--- src/rtl/vga_pkg.sv ---
// Shared constants and types for the VGA frame-buffer reader.
package vga_pkg;

    localparam int unsigned LIM_160  = 32'd19200;
    localparam int unsigned LIM_320  = 32'd76800;
    localparam int unsigned LIM_640  = 32'd307200;

    localparam int unsigned LINE_160 = 32'd160;
    localparam int unsigned LINE_320 = 32'd320;
    localparam int unsigned LINE_640 = 32'd640;

    typedef enum logic [1:0] {
        ST_IDLE = 2'd0,
        ST_SYNC = 2'd1,
        ST_SCAN = 2'd2
    } fb_state_t;

    typedef struct packed {
        logic [3:0] r;
        logic [3:0] g;
        logic [3:0] b;
    } rgb444_t;

    // 160x120 takes priority over 320x240.
    function automatic logic [31:0] pix_limit(input logic rez_160, input logic rez_320);
        if (rez_160) begin
            return LIM_160;
        end else if (rez_320) begin
            return LIM_320;
        end else begin
            return LIM_640;
        end
    endfunction

    function automatic logic [31:0] line_width(input logic rez_160, input logic rez_320);
        if (rez_160) begin
            return LINE_160;
        end else if (rez_320) begin
            return LINE_320;
        end else begin
            return LINE_640;
        end
    endfunction

endpackage

--- src/rtl/vga_sync_delay.sv ---
// RD_LAT-deep shift register for the {activeArea, Hsync, Vsync} bundle,
// with a per-bit reset value so syncs come out of reset inactive (high).
module vga_sync_delay #(
    parameter int             DEPTH   = 1,
    parameter int             W       = 3,
    parameter logic [W-1:0]   RST_VAL = '0
) (
    input  logic         clk,
    input  logic         rst,
    input  logic [W-1:0] din,
    output logic [W-1:0] dout
);

    logic [W-1:0] stage_r [DEPTH];

    // Shift the bundle one stage per clock.
    always_ff @(posedge clk) begin
        if (rst) begin
            for (int i = 0; i < DEPTH; i++) begin
                stage_r[i] <= RST_VAL;
            end
        end else begin
            stage_r[0] <= din;
            for (int i = 1; i < DEPTH; i++) begin
                stage_r[i] <= stage_r[i-1];
            end
        end
    end

    assign dout = stage_r[DEPTH-1];

endmodule

--- src/rtl/vga_fb_reader.sv ---
// Frame-buffer read address generator and RGB444 output stage for VGA.
// Optional FB_TEST_PATTERN_EN replaces rd_data with an 8-bar colour pattern.
module vga_fb_reader
    import vga_pkg::*;
#(
    parameter int ADDR_W = 19,
    parameter int RD_LAT = 1
) (
    input  logic              CLK25,
    input  logic              RST,
    input  logic              rez_160x120,
    input  logic              rez_320x240,
    input  logic              activeArea,
    input  logic              Hsync,
    input  logic              Vsync,
    output logic [ADDR_W-1:0] rd_addr,
    input  logic [11:0]       rd_data,
    output logic [3:0]        vga_r,
    output logic [3:0]        vga_g,
    output logic [3:0]        vga_b,
    output logic              vga_hs,
    output logic              vga_vs,
    output logic              frame_start,
    output logic              ovf
);

    fb_state_t         state_r;
    logic [ADDR_W-1:0] addr_r;
    logic [ADDR_W-1:0] lim_m1_s;
    logic              fs_r;
    logic              ovf_r;
    logic              full_r;
    logic [2:0]        dly_s;
    rgb444_t           pix_s;
    rgb444_t           pix_r;
    logic              hs_r;
    logic              vs_r;

    assign lim_m1_s = ADDR_W'(pix_limit(rez_160x120, rez_320x240) - 32'd1);

    // Frame FSM and read-address counter. full_r marks that the pixel at
    // LIM-1 has been consumed, so only a further active pixel raises ovf.
    always_ff @(posedge CLK25) begin
        if (RST) begin
            state_r <= ST_IDLE;
            addr_r  <= '0;
            fs_r    <= 1'b0;
            ovf_r   <= 1'b0;
            full_r  <= 1'b0;
        end else begin
            fs_r <= 1'b0;
            case (state_r)
                ST_IDLE: begin
                    addr_r <= '0;
                    full_r <= 1'b0;
                    if (!Vsync) begin
                        state_r <= ST_SYNC;
                    end else begin
                        state_r <= ST_IDLE;
                    end
                end
                ST_SYNC: begin
                    addr_r <= '0;
                    full_r <= 1'b0;
                    if (Vsync) begin
                        state_r <= ST_SCAN;
                        fs_r    <= 1'b1;
                    end else begin
                        state_r <= ST_SYNC;
                    end
                end
                ST_SCAN: begin
                    if (!Vsync) begin
                        state_r <= ST_SYNC;
                        addr_r  <= '0;
                        full_r  <= 1'b0;
                    end else if (activeArea) begin
                        if (addr_r < lim_m1_s) begin
                            addr_r <= addr_r + ADDR_W'(1);
                            full_r <= 1'b0;
                        end else begin
                            // Clamp also covers a mode shrink that left addr_r past LIM-1.
                            addr_r <= lim_m1_s;
                            full_r <= 1'b1;
                            if (full_r || (addr_r != lim_m1_s)) begin
                                ovf_r <= 1'b1;
                            end else begin
                                ovf_r <= ovf_r;
                            end
                        end
                    end else begin
                        addr_r <= addr_r;
                    end
                end
                default: begin
                    state_r <= ST_IDLE;
                    addr_r  <= '0;
                    full_r  <= 1'b0;
                end
            endcase
        end
    end

    vga_sync_delay #(
        .DEPTH   (RD_LAT),
        .W       (3),
        .RST_VAL (3'b011)
    ) u_sync_delay (
        .clk  (CLK25),
        .rst  (RST),
        .din  ({activeArea, Hsync, Vsync}),
        .dout (dly_s)
    );

`ifdef FB_TEST_PATTERN_EN
    logic [9:0] bar_cnt_r;
    logic [2:0] bar_idx_r;
    logic [9:0] bar_last_s;

    assign bar_last_s = 10'(line_width(rez_160x120, rez_320x240) / 32'd8 - 32'd1);

    // Horizontal bar counter, restarted whenever the delayed active bit is low.
    always_ff @(posedge CLK25) begin
        if (RST || !dly_s[2]) begin
            bar_cnt_r <= 10'd0;
            bar_idx_r <= 3'd0;
        end else if (bar_cnt_r == bar_last_s) begin
            bar_cnt_r <= 10'd0;
            bar_idx_r <= bar_idx_r + 3'd1;
        end else begin
            bar_cnt_r <= bar_cnt_r + 10'd1;
            bar_idx_r <= bar_idx_r;
        end
    end

    // Bar order white, yellow, cyan, green, magenta, red, blue, black.
    always_comb begin
        pix_s   = '0;
        pix_s.r = {4{~bar_idx_r[1]}};
        pix_s.g = {4{~bar_idx_r[2]}};
        pix_s.b = {4{~bar_idx_r[0]}};
    end
`else
    assign pix_s = rgb444_t'(rd_data);
`endif

    // Output stage: colour and syncs registered together so they stay aligned.
    always_ff @(posedge CLK25) begin
        if (RST) begin
            pix_r <= '0;
            hs_r  <= 1'b1;
            vs_r  <= 1'b1;
        end else begin
            hs_r <= dly_s[1];
            vs_r <= dly_s[0];
            if (dly_s[2] && (state_r != ST_IDLE)) begin
                pix_r <= pix_s;
            end else begin
                pix_r <= '0;
            end
        end
    end

    assign rd_addr     = addr_r;
    assign vga_r       = pix_r.r;
    assign vga_g       = pix_r.g;
    assign vga_b       = pix_r.b;
    assign vga_hs      = hs_r;
    assign vga_vs      = vs_r;
    assign frame_start = fs_r;
    assign ovf         = ovf_r;

endmodule

--- config.mk ---
export PLATFORM = sky130hd
export DESIGN_NAME = vga_fb_reader
export DESIGN_NICKNAME = d
export VERILOG_FILES = /design/src/rtl/vga_pkg.sv /design/src/rtl/vga_sync_delay.sv /design/src/rtl/vga_fb_reader.sv
export SDC_FILE = /design/constraint.sdc
export NUM_CORES = 1
export LEC_CHECK = 0
export CAP_MARGIN = 20
export CORE_ASPECT_RATIO = 0.5
export CORE_MARGIN = 4
export CORE_UTILIZATION = 48
export DETAILED_ROUTE_END_ITERATION = 6
export GPL_ROUTABILITY_DRIVEN = 0
export PLACE_DENSITY = 0.79
export SETUP_SLACK_MARGIN = 0.4
export SLEW_MARGIN = 5
export SYNTH_ARGS = -nofsm -noshare
export SYNTH_HDL_FRONTEND = slang
export SYNTH_SLANG_ARGS = --single-unit
--- constraint.sdc ---
create_clock -name CLK25 -period 3.4 [get_ports CLK25]
set_clock_uncertainty 0.05 [all_clocks]
set_input_delay 0.68 -clock CLK25 [delete_from_list [all_inputs] [get_ports CLK25]]
set_output_delay 0.68 -clock CLK25 [all_outputs]
set_load 0.005 [all_outputs]
## Word-level counts from Yosys, hierarchy flattened

Memory sizes are Yosys's and may differ from the RTL's.
Cells that the tools add are included.

- Logic and storage cells: 46
- Bits in registers: 38
- Output and inout bits: 35
- Input bits: 19
- Memories: 1
- Bits in writable memories: 3

- Equal/unequal tests: 4
- Reduce and logical (&&, ||, !) cells: 9
- $add $sub $neg: 2
- Mux-type cells: 14
- Bitwise gates (word level): 5
- Order comparisons: 1

Memory list:

| memory | words | width | rd ports | clocked after Yosys merged registers in | write ports | line | RTL |
|---|---|---|---|---|---|---|---|
| u_sync_delay.stage_r | 1 | 3 | 1 | 0 | 1 | vga_sync_delay.sv:14 | `logic [W-1:0] stage_r [DEPTH];` |

Operator list:

| kind | count |
|---|---|
| 19-bit two-way mux | 3 |
| 19-bit by 1-bit adder with 19-bit output (second input constant) | 1 |
| 19-bit < comparator | 1 |
| 19-bit != test | 1 |
| 19-bit by 1-bit subtractor with 19-bit output (second input constant) | 1 |
| 1-bit two-way mux | 7 |
| 2-bit one-hot mux with 3 select lines | 1 |
| 3-bit OR reduction | 2 |
| 1-bit NOT | 5 |
| 5-bit AND reduction | 1 |
| 2-bit two-way mux | 2 |
| 2-bit OR reduction | 2 |
| 3-bit two-way mux | 1 |
| 2-bit by 1-bit == test with 1-bit output (second input constant) | 1 |
| 2-bit == test (second input constant) | 1 |
| 2-bit zero test | 1 |
| 2-bit != test (second input constant) | 1 |
| 2-bit nonzero test | 1 |
| 1-bit logical AND | 1 |
| 1-bit logical OR | 1 |

## Depth between registers and ports, before layout

- Depth after elaboration: 6
- Gate-level depth with buffers: 13
- Depth with buffers taken out: 11

## By module

A second synthesis with hierarchy kept.

- Cells, all modules: 246
- Area total of the unflattened synthesis: 2128.3 sq um

Modules (own cells, without submodules):

| module | seq. area each (sq um) | area an instance (sq um) | cells each | times used |
|---|---|---|---|---|
| vga_fb_reader | 760.7 | 2049.5 | 240 | 1 |
| vga_sync_delay | 60.1 | 78.8 | 6 | 1 |

## Worst setup path after synthesis

OpenSTA, ideal clock, no wires.

- Path type: in2reg
- Start point: input rez_320x240
- End point: register addr_r[6], in the netlist rd_addr[6]
- Arrival time: 2653 ps
- Stages on the path: 12
- Buffers on the path: 1
- Slack: 578 ps
- Cell sequence: nor2_1 > inv_1 > ha_1 > inv_1 > ha_1 > nand4_1 > nor3_1 > a221oi_1 > o211a_1 > buf_4 > nand4_1 > o221a_2

- Word-level cells in the longest chain between the ends: 5

RTL lines:

| what | line | RTL |
|---|---|---|
| from (decl) | vga_fb_reader.sv:12 | `input logic rez_320x240,` |
| 19-bit two-way mux | vga_pkg.sv:28 | `end else if (rez_320) begin` |
| 19-bit two-way mux | vga_pkg.sv:26 | `if (rez_160) begin` |
| 19-bit by 1-bit subtractor with 19-bit output | vga_fb_reader.sv:39 | `assign lim_m1_s = ADDR_W'(pix_limit(rez_160x120, rez_320x240) - 32'd1);` |
| 19-bit < comparator | vga_fb_reader.sv:78 | `if (addr_r < lim_m1_s) begin` |
| 19-bit two-way mux | vga_fb_reader.sv:78 |  |
| to (signal assigned) | vga_fb_reader.sv:79 | `addr_r <= addr_r + ADDR_W'(1);` |
| to (signal assigned) | vga_fb_reader.sv:83 | `addr_r <= lim_m1_s;` |
| to (signal assigned) | vga_fb_reader.sv:92 | `addr_r <= addr_r;` |
| to (decl) | vga_fb_reader.sv:28 | `logic [ADDR_W-1:0] addr_r;` |

No other way between the ends.
A chain may end at the register's enable or synchronous reset.

## Worst setup path after layout

- Start point: input rez_320x240
- End point: register addr_r[13], in the netlist rd_addr[13]

- Word-level cells in the longest chain between the ends: 5

RTL lines:

| what | line |
|---|---|
| 19-bit two-way mux (*) | vga_pkg.sv:28 |
| 19-bit two-way mux (*) | vga_pkg.sv:26 |
| 19-bit by 1-bit subtractor with 19-bit output (*) | vga_fb_reader.sv:39 |
| 19-bit < comparator | vga_fb_reader.sv:78 |
| 19-bit two-way mux (*) | vga_fb_reader.sv:78 |

Every way passes the cells marked *; elsewhere a longest branch is shown, timed or not.

==> impl_metrics.json <==
{
  "max_stage_delay_ps": 340,
  "cts_buffers": 5,
  "num-nets-final": 322,
  "setup_viol": 0,
  "worst-path-buf-inv": 4,
  "cts_hold_buffers": 0,
  "maxSlewHeadroom_pct": 43.4,
  "num_antenna_cells": 0,
  "final_cell_mix": "clkdlybuf4s50_1, dfxtp_1, nand2_1",
  "clockBufferDepth": 2,
  "track_usage_pct": 20.3,
  "detailedRoute.firstPassIterationCount": 4,
  "cts-root-buf": "clkbuf_8",
  "final_common_cell": "clkdlybuf4s50_1",
  "die_h_um": 53.7,
  "cts_sinks": 41,
  "cp_data_required_time_ps": 3580,
  "r2r_slack_ps": 1000,
  "fin_cells": 347,
  "drt-total-wl_um": 5340,
  "fp-row-count": 16,
  "critPathSlowestCell": "or3_4",
  "crit_path_cell_trace": "clkdlybuf4s15_1, nor2_4, buf_4, ha_4, inv_1, ha_1, nand4_1, nor3_2, nand4_1, o211a_4, buf_4, or3_4, a41oi_2",
  "n_fill_cell": 287,
  "start_util_pct": 50.6,
  "status": "complete, no violations",
  "min_path_cells": 1,
  "ys_async_sr_fraction_pct": 0,
  "vias": 1948,
  "hpwlAfterDp_um": 3760,
  "critPathTopFamily": "simple AND/OR/NAND/NOR gates",
  "cp-end-kind": "register",
  "max_clock_freq_mhz": 342,
  "r2r-start": "rd_addr[13]",
  "yosysSeqAreaShare_pct": 40.9,
  "cap_violations": 0,
  "die_w_um": 99.4,
  "worstRegToRegCells": 9,
  "netlist_instances": 221,
  "final_area_mm2": 0.00285,
  "ys_ff_latch": 41,
  "hold_end": "vga_vs",
  "synth.distinct_cells": 50,
  "power_density_mw_per_mm2": 310,
  "drc_errors": 0,
  "cp_data_arrival_time_ps": 3100,
  "p_leak_nw": 1.09,
  "layout_min_cycle_time_ps": 2920,
  "cts_tree": "built",
  "tightest_slew_ps": 847,
  "synth_area_mm2": 0.00201,
  "tns_ps": 0,
  "post_drt_wl_per_cell_um": 15.4,
  "drtAntennaViolNets": 0,
  "syn_area_per_cell_um2": 9.08,
  "worstHoldStart": "u_sync_delay.stage_r[0][0]",
  "timing_worst_setup_path_type": "in -> reg",
  "grt_pass1_vias": 1824,
  "ios": 54,
  "dp.cells": 332,
  "antenna_found_initial": 0,
  "hold_violations": 0,
  "drtIter0Drc": 145,
  "insertion_delay_ps": 300,
  "vdd_drop_max_v": 0.000241,
  "fin_util_pct": 72.0,
  "r2r_end": "rd_addr[6]",
  "final_max_slew_viol_count": 0,
  "grt_max_degree": 18,
  "syn2layout_area_growth_pct": 42.3,
  "worst_setup_path_start_kind": "primary input",
  "synth_edf_count": 0,
  "rsz0062_at_grt": "no",
  "min_path_type": "reg -> reg",
  "path_clk_slew_ps": 90,
  "post_dp_cell_area_mm2": 0.00266,
  "drive_gt1_share_pct": 18.1,
  "grt_overflow": 0,
  "grt_first_pass_wirelength_um": 8360,
  "core_area_mm2": 0.00396,
  "vias_per_cell": 5.61,
  "synth_fp_nets": 251,
  "htreeDepth": 2,
  "timing.final.crit_share_pct": 86.0,
  "synth_top_flop_cell": "dfxtp_1",
  "io_buffers": 53,
  "crit_fanout": 6,
  "die_area_mm2": 0.00534,
  "ys.warnings.count": 0
}
-- report_power, final --
part           total [mW]  switching [mW]  internal (mW)
Sequential          0.488         0.00230          0.486
Combinational      0.0673          0.0296         0.0377
Clock               0.330           0.182          0.148
Total               0.886           0.214          0.672
-- worst max path at each step --
stage	depth (start not counted)	slack, ps	to	from
after floorplan	12	580	rd_addr[6]	rez_320x240
after global placement	13	-30	rd_addr[17]	rez_320x240
after detailed placement	13	-110	rd_addr[17]	rez_320x240
after CTS	13	440	rd_addr[13]	rez_320x240
after global routing	14	370	rd_addr[14]	rez_320x240
final	13	480	rd_addr[13]	rez_320x240
-- layer usage --
layer,global-route usage [%],vias to the layer above,part of all wire (%)
li1,-,947,-
met1,24.1,904,42
met2,33.0,81,45
met3,8.41,16,11
met4,8.84,0,2.7
met5,0,-,0
-- worst reg2reg max path: stages (launching register included) --
cell	delay, ps
dfxtp_1	490
ha_1	300
o21ai_0	170
nor2_1	60
o31ai_1	280
o211a_4	260
buf_4	120
buf_6	110
nand4_1	150
o221a_2	300
-- repair_timing --
item / in CTS / in global routing
endpoints found under the setup margin: 16 / 18
buffers inserted: 4 / 3
gates cloned: 0 / 0
pin swaps: 4 / 9
resized for setup: 8 / 9
-- cells by family after synthesis --
group	share of synthesized area, %
compound gates	17.3
xor+xnor	0.437
fa+ha+maj	6.86
buf+inv	4.24
flops	40.9
mux	1.56
other cells	0.187
simple gates	28.5
-- cells in the mapped netlist (2+ instances only) --
library cell	number	area, um2
and2_1	14	87.6
and3b_1	2	17.5
nand3_1	11	55.1
dfxtp_1	41	821
a31oi_1	9	56.3
and3_1	3	18.8
nor3_1	7	35.0
or3_1	2	12.5
nor4_1	2	12.5
nand2_1	20	75.1
o221a_2	3	33.8
or2_2	6	37.5
o211a_1	2	20.0
nor2b_1	3	18.8
buf_2	2	10.0
ha_1	11	138
mux2i_1	2	20.0
a41oi_2	2	32.5
o21a_1	2	15.0
and4_1	2	17.5
clkbuf_1	6	22.5
nand4_1	5	31.3
a21oi_1	10	50.1
inv_1	8	30.0
o21ai_0	9	45.0
nor3b_1	4	30.0
nor2_1	10	37.5
-- sequential cells by signal, indices dropped and copies added, names as in the netlist --
register              flops
rd_addr                  19
frame_start               1
u_sync_delay.stage_r      3
vga_b                     4
vga_g                     4
vga_hs                    1
vga_r                     4
vga_vs                    1
ovf                       1
state_r                   2
full_r                    1
-- metrics by stage --
stage | worst slack [ps] | hold WS, ps | power [mW]
floorplan | 578 | 339 | 0.523
global placement | -26.0 | 342 | 0.561
detailed placement | -109 | 344 | 0.563
CTS | 444 | 366 | 0.891
global route | 367 | 402 | 0.927
finish | 476 | 365 | 0.886
-- area by class of cell --
class	instances	area, um2	share of cell area [%]
multi-input cells	161	1140	40.1
clock inverters	3	25.0	0.877
inverters	9	33.8	1.18
repair buffers	74	694	24.3
well taps	54	67.6	2.37
flip-flops and latches	41	821	28.8
clock buffers	5	68.8	2.41
Note: power is estimated with default switching activity, not from simulation.
